--- src/rtl/upsample_pkg.sv ---
// Shared upsample accelerator constants, FSM state type and lane helper.
// Imported by the interfaces, the address generator and upsample_ctrl.
package upsample_pkg;

  localparam int N_PE     = 4;
  localparam int LOG_N_PE = 2;
  localparam int N_BUF    = 8;
  localparam int ADDR_RAM = 16;

  typedef enum logic [1:0] {
    IDLE,
    BLK,
    RUN,
    DRAIN
  } UpsampleStates;

  // Enable mask with the lowest n lanes set.
  function automatic logic [N_BUF-1:0] lane_mask(
    input logic [15:0] n
  );
    logic [N_BUF-1:0] m;
    m = '0;
    for (int i = 0; i < N_BUF; i++) begin
      m[i] = (16'(i) < n);
    end
    return m;
  endfunction

endpackage

--- src/rtl/upsample_if.sv ---
// Register-file and buffer-port interfaces of the upsample block.
// regfile: layer geometry in, output size out; buf: m1 read/write port.
interface upsample_regfile_if;
  logic [15:0] upsample__data_ch;
  logic [15:0] upsample__data_wid;
  logic [15:0] upsample__data_hei;
  logic [15:0] upsample__up_horiz;
  logic [15:0] upsample__up_vert;
  logic [15:0] upsample__out_data_wid;
  logic [15:0] upsample__out_data_hei;

  modport blk (
    input  upsample__data_ch,
    input  upsample__data_wid,
    input  upsample__data_hei,
    input  upsample__up_horiz,
    input  upsample__up_vert,
    output upsample__out_data_wid,
    output upsample__out_data_hei
  );

  modport host (
    output upsample__data_ch,
    output upsample__data_wid,
    output upsample__data_hei,
    output upsample__up_horiz,
    output upsample__up_vert,
    input  upsample__out_data_wid,
    input  upsample__out_data_hei
  );
endinterface

interface upsample_buf_if;
  import upsample_pkg::*;
  logic [N_BUF-1:0]               m1_r_en;
  logic [N_BUF-1:0][ADDR_RAM-1:0] m1_r_addr;
  logic [N_BUF-1:0]               m1_w_en;
  logic [N_BUF-1:0][ADDR_RAM-1:0] m1_w_addr;

  modport ctrl (
    output m1_r_en,
    output m1_r_addr,
    output m1_w_en,
    output m1_w_addr
  );

  modport mem (
    input m1_r_en,
    input m1_r_addr,
    input m1_w_en,
    input m1_w_addr
  );
endinterface

--- src/rtl/upsample_addr_gen.sv ---
// Divider-free source/output index walk for nearest-neighbour upsampling.
// Ports: clk, rst, i_clr, i_adv, geometry in; o_src, o_out_idx out.
module upsample_addr_gen
  import upsample_pkg::*;
(
  input  logic        clk,
  input  logic        rst,
  input  logic        i_clr,
  input  logic        i_adv,
  input  logic [15:0] i_wid,
  input  logic [15:0] i_up_h,
  input  logic [15:0] i_up_v,
  input  logic [15:0] i_wo,
  output logic [15:0] o_src,
  output logic [15:0] o_out_idx
);

  logic [15:0] r_hx;
  logic [15:0] r_vy;
  logic [15:0] r_sx;
  logic [15:0] r_srow;
  logic [15:0] r_ox;
  logic [15:0] r_oidx;

  assign o_src     = r_srow + r_sx;
  assign o_out_idx = r_oidx;

  always_ff @(posedge clk or posedge rst) begin
    if (rst) begin
      r_hx   <= '0;
      r_vy   <= '0;
      r_sx   <= '0;
      r_srow <= '0;
      r_ox   <= '0;
      r_oidx <= '0;
    end else if (i_clr) begin
      r_hx   <= '0;
      r_vy   <= '0;
      r_sx   <= '0;
      r_srow <= '0;
      r_ox   <= '0;
      r_oidx <= '0;
    end else if (i_adv) begin
      r_oidx <= r_oidx + 16'd1;
      if (r_ox == i_wo - 16'd1) begin
        // end of output row: restart the source row walk
        r_ox <= '0;
        r_hx <= '0;
        r_sx <= '0;
        if (r_vy == i_up_v - 16'd1) begin
          r_vy   <= '0;
          r_srow <= r_srow + i_wid;
        end else begin
          r_vy <= r_vy + 16'd1;
        end
      end else begin
        r_ox <= r_ox + 16'd1;
        if (r_hx == i_up_h - 16'd1) begin
          r_hx <= '0;
          r_sx <= r_sx + 16'd1;
        end else begin
          r_hx <= r_hx + 16'd1;
        end
      end
    end
  end

endmodule

--- src/rtl/upsample_ctrl.sv ---
// Upsample layer controller: walks channel blocks, reads BUF2, writes BUF1.
// Ports: clk, rst, start, regfile, buf2/buf1 m1 ports, aybz_azby, done.
module upsample_ctrl
  import upsample_pkg::*;
(
  input  logic                  clk,
  input  logic                  rst,
  input  logic                  start,
  upsample_regfile_if.blk       regfile,
  upsample_buf_if.ctrl          intf_buf2_m1_ctrl,
  upsample_buf_if.ctrl          intf_buf1_m1_ctrl,
  output logic [1:0]            aybz_azby,
  output logic                  done
);

  UpsampleStates     r_state;
  logic signed [7:0] r_cb;
  logic              r_wv;
  logic [15:0]       r_waddr;
  logic [N_BUF-1:0]  r_wmask;
  logic              r_done;

  logic [15:0] w_ch, w_w, w_h, w_uh, w_uv;
  logic [15:0] w_wo, w_ho, w_in_size, w_out_size;
  logic [15:0] w_cb_n, w_extra, w_cbe, w_cb16, w_cbu;
  logic [15:0] w_src, w_oidx, w_raddr, w_waddr;
  logic        w_zero, w_last_blk, w_part, w_run, w_clr, w_final;
  logic [N_BUF-1:0] w_mask;

  assign w_ch = regfile.upsample__data_ch;
  assign w_w  = regfile.upsample__data_wid;
  assign w_h  = regfile.upsample__data_hei;
  assign w_uh = regfile.upsample__up_horiz;
  assign w_uv = regfile.upsample__up_vert;

  assign w_wo       = w_w * w_uh;
  assign w_ho       = w_h * w_uv;
  assign w_in_size  = w_w * w_h;
  assign w_out_size = w_wo * w_ho;

  assign regfile.upsample__out_data_wid = w_wo;
  assign regfile.upsample__out_data_hei = w_ho;

  assign w_cb_n  = w_ch >> LOG_N_PE;
  assign w_extra = w_ch & 16'(N_PE - 1);
  assign w_cbe   = w_cb_n + {15'd0, (w_extra != 16'd0)};
  assign w_cb16  = 16'(r_cb);
  assign w_cbu   = {8'd0, r_cb};

  assign w_zero = (w_ch == '0) || (w_w == '0) || (w_h == '0) ||
                  (w_uh == '0) || (w_uv == '0);
  assign w_last_blk = (w_cb16 == w_cbe - 16'd1);

  // trailing partial block uses only the leftover channels
  assign w_part = (w_extra != '0) && (w_cb16 == w_cb_n);
  assign w_mask = lane_mask(w_part ? w_extra : 16'(N_PE));

  assign w_run   = (r_state == RUN);
  assign w_clr   = (r_state == BLK);
  assign w_raddr = w_in_size * w_cbu + w_src;
  assign w_waddr = w_out_size * w_cbu + w_oidx;
  assign w_final = (w_oidx == w_out_size - 16'd1);

  upsample_addr_gen u_addr_gen (
    .clk       (clk),
    .rst       (rst),
    .i_clr     (w_clr),
    .i_adv     (w_run),
    .i_wid     (w_w),
    .i_up_h    (w_uh),
    .i_up_v    (w_uv),
    .i_wo      (w_wo),
    .o_src     (w_src),
    .o_out_idx (w_oidx)
  );

  always_ff @(posedge clk or posedge rst) begin
    if (rst) begin
      r_state <= IDLE;
      r_cb    <= -8'sd1;
      r_wv    <= 1'b0;
      r_waddr <= '0;
      r_wmask <= '0;
      r_done  <= 1'b0;
    end else begin
      r_done  <= 1'b0;
      r_wv    <= w_run;
      r_waddr <= w_run ? w_waddr : '0;
      r_wmask <= w_run ? w_mask : '0;
      unique case (r_state)
        IDLE: begin
          if (start) r_state <= BLK;
        end
        BLK: begin
          if (w_zero || w_last_blk) begin
            r_done  <= 1'b1;
            r_cb    <= -8'sd1;
            r_state <= IDLE;
          end else begin
            r_cb    <= r_cb + 8'sd1;
            r_state <= RUN;
          end
        end
        RUN: begin
          if (w_final) r_state <= DRAIN;
        end
        DRAIN: begin
          r_state <= BLK;
        end
        default: r_state <= IDLE;
      endcase
    end
  end

  assign done      = r_done;
  assign aybz_azby = 2'b10;

  always_comb begin
    intf_buf2_m1_ctrl.m1_r_en   = w_run ? w_mask : '0;
    intf_buf2_m1_ctrl.m1_w_en   = '0;
    intf_buf2_m1_ctrl.m1_r_addr = '0;
    intf_buf2_m1_ctrl.m1_w_addr = '0;
    intf_buf1_m1_ctrl.m1_r_en   = '0;
    intf_buf1_m1_ctrl.m1_w_en   = r_wv ? r_wmask : '0;
    intf_buf1_m1_ctrl.m1_r_addr = '0;
    intf_buf1_m1_ctrl.m1_w_addr = '0;
    for (int i = 0; i < N_BUF; i++) begin
      if (w_run && w_mask[i])
        intf_buf2_m1_ctrl.m1_r_addr[i] = w_raddr;
      if (r_wv && r_wmask[i])
        intf_buf1_m1_ctrl.m1_w_addr[i] = r_waddr;
    end
  end

endmodule

--- src/flat_wrapper.sv ---
// flat-port wrapper written by rule: the top's interface ports become plain ports
module upsample_ctrl_flat import upsample_pkg::*;
  (clk, rst, start, aybz_azby, done, regfile_upsample__data_ch, regfile_upsample__data_wid, regfile_upsample__data_hei, regfile_upsample__up_horiz, regfile_upsample__up_vert, regfile_upsample__out_data_wid, regfile_upsample__out_data_hei, intf_buf2_m1_ctrl_m1_r_en, intf_buf2_m1_ctrl_m1_r_addr, intf_buf2_m1_ctrl_m1_w_en, intf_buf2_m1_ctrl_m1_w_addr, intf_buf1_m1_ctrl_m1_r_en, intf_buf1_m1_ctrl_m1_r_addr, intf_buf1_m1_ctrl_m1_w_en, intf_buf1_m1_ctrl_m1_w_addr);
  upsample_regfile_if regfile_i ();
  upsample_buf_if intf_buf2_m1_ctrl_i ();
  upsample_buf_if intf_buf1_m1_ctrl_i ();
  input  logic clk;
  input  logic rst;
  input  logic start;
  output logic [1:0] aybz_azby;
  output logic done;
  input wire logic [$bits(regfile_i.upsample__data_ch)-1:0] regfile_upsample__data_ch;
  input wire logic [$bits(regfile_i.upsample__data_wid)-1:0] regfile_upsample__data_wid;
  input wire logic [$bits(regfile_i.upsample__data_hei)-1:0] regfile_upsample__data_hei;
  input wire logic [$bits(regfile_i.upsample__up_horiz)-1:0] regfile_upsample__up_horiz;
  input wire logic [$bits(regfile_i.upsample__up_vert)-1:0] regfile_upsample__up_vert;
  output wire logic [$bits(regfile_i.upsample__out_data_wid)-1:0] regfile_upsample__out_data_wid;
  output wire logic [$bits(regfile_i.upsample__out_data_hei)-1:0] regfile_upsample__out_data_hei;
  output wire logic [$bits(intf_buf2_m1_ctrl_i.m1_r_en)-1:0] intf_buf2_m1_ctrl_m1_r_en;
  output wire logic [$bits(intf_buf2_m1_ctrl_i.m1_r_addr)-1:0] intf_buf2_m1_ctrl_m1_r_addr;
  output wire logic [$bits(intf_buf2_m1_ctrl_i.m1_w_en)-1:0] intf_buf2_m1_ctrl_m1_w_en;
  output wire logic [$bits(intf_buf2_m1_ctrl_i.m1_w_addr)-1:0] intf_buf2_m1_ctrl_m1_w_addr;
  output wire logic [$bits(intf_buf1_m1_ctrl_i.m1_r_en)-1:0] intf_buf1_m1_ctrl_m1_r_en;
  output wire logic [$bits(intf_buf1_m1_ctrl_i.m1_r_addr)-1:0] intf_buf1_m1_ctrl_m1_r_addr;
  output wire logic [$bits(intf_buf1_m1_ctrl_i.m1_w_en)-1:0] intf_buf1_m1_ctrl_m1_w_en;
  output wire logic [$bits(intf_buf1_m1_ctrl_i.m1_w_addr)-1:0] intf_buf1_m1_ctrl_m1_w_addr;
  assign regfile_i.upsample__data_ch = regfile_upsample__data_ch;
  assign regfile_i.upsample__data_wid = regfile_upsample__data_wid;
  assign regfile_i.upsample__data_hei = regfile_upsample__data_hei;
  assign regfile_i.upsample__up_horiz = regfile_upsample__up_horiz;
  assign regfile_i.upsample__up_vert = regfile_upsample__up_vert;
  assign regfile_upsample__out_data_wid = regfile_i.upsample__out_data_wid;
  assign regfile_upsample__out_data_hei = regfile_i.upsample__out_data_hei;
  assign intf_buf2_m1_ctrl_m1_r_en = intf_buf2_m1_ctrl_i.m1_r_en;
  assign intf_buf2_m1_ctrl_m1_r_addr = intf_buf2_m1_ctrl_i.m1_r_addr;
  assign intf_buf2_m1_ctrl_m1_w_en = intf_buf2_m1_ctrl_i.m1_w_en;
  assign intf_buf2_m1_ctrl_m1_w_addr = intf_buf2_m1_ctrl_i.m1_w_addr;
  assign intf_buf1_m1_ctrl_m1_r_en = intf_buf1_m1_ctrl_i.m1_r_en;
  assign intf_buf1_m1_ctrl_m1_r_addr = intf_buf1_m1_ctrl_i.m1_r_addr;
  assign intf_buf1_m1_ctrl_m1_w_en = intf_buf1_m1_ctrl_i.m1_w_en;
  assign intf_buf1_m1_ctrl_m1_w_addr = intf_buf1_m1_ctrl_i.m1_w_addr;
  upsample_ctrl u_core (.clk(clk), .rst(rst), .start(start), .regfile(regfile_i), .intf_buf2_m1_ctrl(intf_buf2_m1_ctrl_i), .intf_buf1_m1_ctrl(intf_buf1_m1_ctrl_i), .aybz_azby(aybz_azby), .done(done));
endmodule
--- config.mk ---
export PLATFORM = sky130hd
export DESIGN_NAME = upsample_ctrl_flat
export DESIGN_NICKNAME = d
export VERILOG_FILES = /design/src/rtl/upsample_pkg.sv /design/src/rtl/upsample_if.sv /design/src/rtl/upsample_addr_gen.sv /design/src/rtl/upsample_ctrl.sv /design/src/flat_wrapper.sv
export SDC_FILE = /design/constraint.sdc
export NUM_CORES = 2
export LEC_CHECK = 0
export ABC_AREA = 1
export CAP_MARGIN = 25
export CELL_PAD_IN_SITES_DETAIL_PLACEMENT = 1
export CELL_PAD_IN_SITES_GLOBAL_PLACEMENT = 1
export CORE_AREA = 2 2 319 321
export CTS_CLUSTER_DIAMETER = 30
export CTS_CLUSTER_SIZE = 10
export DETAILED_ROUTE_END_ITERATION = 16
export DIE_AREA = 0 0 321 323
export DONT_BUFFER_PORTS = 1
export GPL_TIMING_DRIVEN = 0
export PLACE_DENSITY_LB_ADDON = 0.1
export SYNTH_ARGS = -nofsm -noshare
export SYNTH_HDL_FRONTEND = slang
export SYNTH_HIERARCHICAL = 1
export SYNTH_SLANG_ARGS = --single-unit
--- constraint.sdc ---
create_clock -name clk -period 50.9 [get_ports clk]
set_clock_uncertainty 0.2 [all_clocks]
set_input_delay 12.725 -clock clk [delete_from_list [all_inputs] [get_ports clk]]
set_output_delay 12.725 -clock clk [all_outputs]
set_load 0.05 [all_outputs]
### Word-level counts from Yosys, hierarchy flattened

Index checks and enable logic that the tools add are counted.

| word-level totals | value |
|---|---|
| output and inout port bits | 579 |
| logic and storage cells | 138 |
| register bits after elaboration | 132 |
| input bits | 83 |

| cells by class | value |
|---|---|
| magnitude comparators | 8 |
| equality and inequality tests | 11 |
| multiplexer cells | 48 |
| multiply operators | 6 |
| add/subtract/negate cells | 16 |
| reduce and logical (&&, ||, !) cells | 37 |

Operators with widths:

| kind | number |
|---|---|
| 16-bit two-way mux | 38 |
| 16-bit by 1-bit adder with 16-bit output (second input constant) | 5 |
| 16-bit equality test | 5 |
| 16-bit zero test | 5 |
| 16-bit by 1-bit subtractor with 16-bit output (second input constant) | 5 |
| 16-bit adder | 4 |
| 3-bit by 16-bit < comparator with 1-bit output (first input constant) | 4 |
| 16-bit by 16-bit multiplier with 16-bit output | 4 |
| 1-bit by 16-bit < comparator with 1-bit output (first input constant) | 2 |
| 2-bit by 16-bit < comparator with 1-bit output (first input constant) | 2 |
| 16-bit by 8-bit multiplier with 16-bit output | 2 |
| 8-bit two-way mux | 3 |
| 1-bit logical AND | 17 |
| 16-bit by 14-bit equality test with 1-bit output | 1 |
| 16-bit nonzero test | 1 |
| 14-bit by 1-bit adder with 15-bit output | 1 |
| 8-bit by 2-bit adder with 8-bit output (second input constant) | 1 |
| 2-bit case mux with 4 select lines | 1 |
| 2-bit two-way mux | 3 |
| 2-bit AND reduction | 3 |
| 2-bit nonzero test | 3 |
| 1-bit logical OR | 5 |
| 2-bit equality test (second input constant) | 2 |
| 2-bit inequality test (second input constant) | 2 |
| 6 further kinds | 7 |

### Logic depth before layout (Yosys ltp)

| logic depth | value |
|---|---|
| word-level depth | 8 |
| mapped depth | 67 |
| mapped depth without buffers | 65 |

### By module

The synthesis kept the hierarchy.

By module, submodules not included:

| module | cells each | sequential area each (sq um) | times used | area each (sq um) |
|---|---|---|---|---|
| upsample_ctrl | 4,186 | 860.8 | 1 | 29,233.0 |
| upsample_addr_gen | 1,271 | 2,402.3 | 1 | 8,597.0 |

### Worst setup path after synthesis

Ideal clock, no wire load.

| path | value |
|---|---|
| path kind | input port to output port |
| from | in regfile_upsample__data_wid[6] |
| to | out intf_buf2_m1_ctrl_m1_r_addr[15] |
| required time | 37,975 ps |
| stages | 44 |
| path buffers | 2 |
| setup slack | 16,373 ps |
| data arrival time | 21,602 ps |
| path through | clkbuf_1 -> buf_1 -> nand2_1 -> inv_1 -> fa_1 -> inv_1 -> fa_1 -> inv_1 -> ha_1 -> inv_1 -> fa_1 -> inv_1 -> fa_1 -> inv_1 -> fa_1 -> inv_1 -> ha_1 -> nand2_1 -> [... 8 more ...] -> inv_1 -> fa_1 -> inv_1 -> fa_1 -> ha_1 -> a21oi_1 -> a21boi_0 -> o21ai_0 -> a21oi_1 -> nor2_1 -> nor2_1 -> xnor3_1 -> o21bai_1 -> nand2_1 -> inv_1 -> nand2_1 -> nand2_1 -> nor2_1 |

| on the way | value |
|---|---|
| cells in the longest elaborated chain, start to end | 4 |

RTL lines:

| element | line | text |
|---|---|---|
| start, declared | flat_wrapper.sv:13 | `input wire logic [$bits(regfile_i.upsample__data_wid)-1:0] regfile_upsample__data_wid;` |
| 16-bit by 16-bit multiplier with 16-bit output | upsample_ctrl.sv:38 | `assign w_in_size = w_w * w_h;` |
| 16-bit by 8-bit multiplier with 16-bit output | upsample_ctrl.sv:60 | `assign w_raddr = w_in_size * w_cbu + w_src;` |
| 16-bit adder | upsample_ctrl.sv:60 |  |
| 16-bit two-way mux | upsample_ctrl.sv:128 | `if (w_run && w_mask[i])` |
| end, declared | flat_wrapper.sv:20 | `output wire logic [$bits(intf_buf2_m1_ctrl_i.m1_r_addr)-1:0] intf_buf2_m1_ctrl_m1_r_addr;` |

Every way passes these cells.

### Final worst setup path

| path | value |
|---|---|
| from | in regfile_upsample__data_wid[3] |
| to | out intf_buf2_m1_ctrl_m1_r_addr[31] |

The elaborated chain is that of the path after synthesis.

==> results.py <==
metrics = {
    "global_routing": {
        "overflow": 0,
        "grt_max_degree": 55,
        "grt_pass1_wl_mm": 196,
        "antenna_found_initial": 2,
        "first_global_vias": 35000,
        "track_usage_pct": 24.2,
    },
    "yosys": {
        "avgSynthCellArea_sq_um": 6.93,
        "yosysUniqueCellTypes": 65,
        "synthTopCellsByArea": "fa_1 25%, nand2_1 13%, inv_1 12%",
        "synth_seq_cells": 130,
        "yosysTopAreaCell": "fa_1",
        "synth_async_sr_flop_share_pct": 100,
        "synth-edff-count": 0,
        "synthCells": 5457,
        "ys_warn_count": 6,
        "synth-main-ff-cell": "dfrtp_1",
        "yosysSeqAreaShare_pct": 8.63,
        "syn-cell-area_sq_um": 37800,
        "synth_top_area_share_pct": 24.9,
    },
    "placed_design": {
        "dp_worst_setup_slack_ps": 14170,
        "hpwlAfterDp_mm": 107,
        "io_buffers": 0,
        "gp_congestion": 0.872,
    },
    "floorplanning": {
        "die_h_um": 323,
        "initial_utilization_pct": 37.6,
        "core.rowCount": 117,
        "pin_count": 662,
        "coreArea_sq_um": 101000,
        "die_area_sq_um": 104000,
        "die_w_um": 321,
    },
    "critical_path": {
        "cp_max_fo": 10,
        "critPathMaxStageDelay_ps": 740,
        "critPathSlowestCell": "nor2_1",
        "worstSetupEndpointType": "output pin",
        "worstPathArrival_ps": 23670,
        "critPathLaunchType": "input pin",
        "reg2reg_slack_ps": 44200,
        "critPathMostFrequentCell": "inv_1",
        "cp.required_ps": 37970,
        "critPathKind": "in2out",
    },
    "sta": {
        "setup_violations": 0,
        "min_period_ps": 36590,
        "tightest_slew_ps": 1030,
        "finalMaxSlewViolations": 0,
        "finalWorstSetupSlack_ps": 14310,
        "hold_violations": 0,
        "finalCritPeriodShare_pct": 71.9,
        "clock.fmax_mhz": 27.3,
        "slew-limit-headroom_pct": 30.8,
        "rsz0062_at_grt": "no",
        "tns_ps": 0,
    },
    "layout": {
        "layout_commonest_cell": "nand2_1",
        "syn2layout_area_growth_pct": 10.0,
        "final_cell_mix": "1295 x nand2_1, 1249 x inv_1, 561 x nor2_1",
        "antenna-diode-count": 0,
        "final_net_count": 6692,
        "drive_gt1_share_pct": 9.52,
    },
    "flow_run": {
        "maxCapViolations": 0,
    },
    "detailed_routing": {
        "dr.pass1.iters": 5,
        "vias": 33300,
        "totalWireLength_mm": 125,
        "detail-route-antenna-nets": 0,
        "drt_iter0_drc": 1455,
        "wl_per_cell_um": 17.5,
        "viasPerCell": 4.65,
        "drcViolationCount": 0,
    },
    "clocking": {
        "cts.sinks": 130,
        "root_buffer": "clkbuf_16",
        "cts_buffer_depth": 2,
        "cts_hold_buf": 0,
        "tritoncts": "yes",
        "cts_setup_buffers": 0,
        "cts_htree_levels": 4,
        "clock_latency_ps": 490,
        "cts_repair_resize_count": 0,
        "cts_buffers": 17,
        "cts.clk_slew.worst_paths_ps": 60,
    },
    "worst_hold_path": {
        "min_path_type": "reg2reg",
    },
    "outcome": {
        "status": "finished, final reports clean",
    },
}
## area by class of cell
| cell class | count | area, sq um |
|---|---|---|
| Buffer | 513 | 3380 |
| Clock buffer | 18 | 429 |
| Clock inverter | 14 | 180 |
| Fill cell | 13200 | 59100 |
| Inverter | 1274 | 4780 |
| Multi-Input combinational cell | 3900 | 27800 |
| Sequential cell | 130 | 3260 |
| Tap cell | 1309 | 1640 |
| Timing Repair Buffer | 11 | 163 |
## kinds of logic (layout without fill, tap and decap cells)
logic type / after synthesis / in the layout / synth area share, %
AND/OR/NAND/NOR: 2273 / 2273 / 25.1
adder cells (fa/ha/maj): 762 / 762 / 34.5
flip-flops: 130 / 130 / 8.63
XOR/XNOR: 276 / 276 / 6.63
buffers and inverters: 1787 / 1830 / 21.6
other: 2 / 362 / 0.0199
AO/OA/AOI/OAI: 227 / 227 / 3.52
## state kept, by name, summed over array words and instances, names as in the netlist
register                     cells
u_core/r_wmask                   6
u_core/r_cb                      8
u_core/u_addr_gen/o_out_idx     16
u_core/r_waddr                  16
u_core/u_addr_gen/r_hx          16
u_core/u_addr_gen/r_vy          16
u_core/u_addr_gen/r_srow        16
u_core/r_state                   2
u_core/r_wv                      1
u_core/u_addr_gen/r_sx          16
u_core/done                      1
u_core/u_addr_gen/r_ox          16
## synth_stat cells (7+ instances only)
cell,count
nor3_1,34
buf_2,24
dfstp_2,8
nor4_1,20
nand2_1,1295
xor2_1,161
o21bai_1,14
buf_6,7
dfrtp_1,122
nor2_2,15
xnor2_1,106
fa_1,470
inv_2,21
o21ai_1,13
nand3_1,194
ha_1,292
nand3b_1,46
o21ai_0,52
clkbuf_1,93
a21oi_1,97
or2_2,17
buf_4,365
buf_1,21
inv_1,1250
o21ai_2,11
nand4_1,42
nor2_1,561
## layer usage
layer / wire, um / track usage (%) / vias to the layer above / part of all wire (%)
met5: 0 / 0 / - / 0
li1: - / - / 16100 / -
met3: 5250 / 3.19 / 102 / 4.2
met1: 55400 / 31.3 / 16600 / 44
met4: 2280 / 4.91 / 0 / 1.8
met2: 62400 / 43.1 / 609 / 50
## per-stage QoR
step | utilization [%] | cell area, sq um | std cells | hold slack [ps]
after global routing | 41.3 | 41600 | 7169 | 366
final | 41.3 | 41600 | 7169 | 325
after floorplan | - | 39200 | 5817 | 267
after detailed placement | 40.7 | 41000 | 7137 | 315
after CTS | 41.3 | 41600 | 7169 | 331
after global placement | 40.5 | 40800 | 7126 | 296
## critical path, delay by kind of cell
kind	cells	cell delay, ps
buf+inv	14	2030
simple gates	10	1640
fa+ha+maj	12	5260
xor+xnor	2	730
compound gates	6	1230
## worst paths after layout
check / startpoint / endpoint / depth (start not counted)
worst max-delay path: regfile_upsample__data_wid[3] / intf_buf2_m1_ctrl_m1_r_addr[31] / 44
worst max register to register: u_core/r_cb[0]$_DFFE_PP1P_ / u_core/r_waddr[15]$_DFF_PP0_ / 28
worst min register to register: u_core/r_state[1]$_DFFE_PP0P_ / u_core/r_state[1]$_DFFE_PP0P_ / 2
max in group asynchronous: rst / u_core/u_addr_gen/r_vy[0]$_DFFE_PP0P_ / 2
worst min-delay path: u_core/r_state[1]$_DFFE_PP0P_ / u_core/r_state[1]$_DFFE_PP0P_ / 2
min in group asynchronous: rst / u_core/u_addr_gen/o_out_idx[5]$_DFFE_PP0P_ / 1
Power is not shown: default switching activity piles up to over one toggle a cycle in this logic, so the estimate is an artifact.
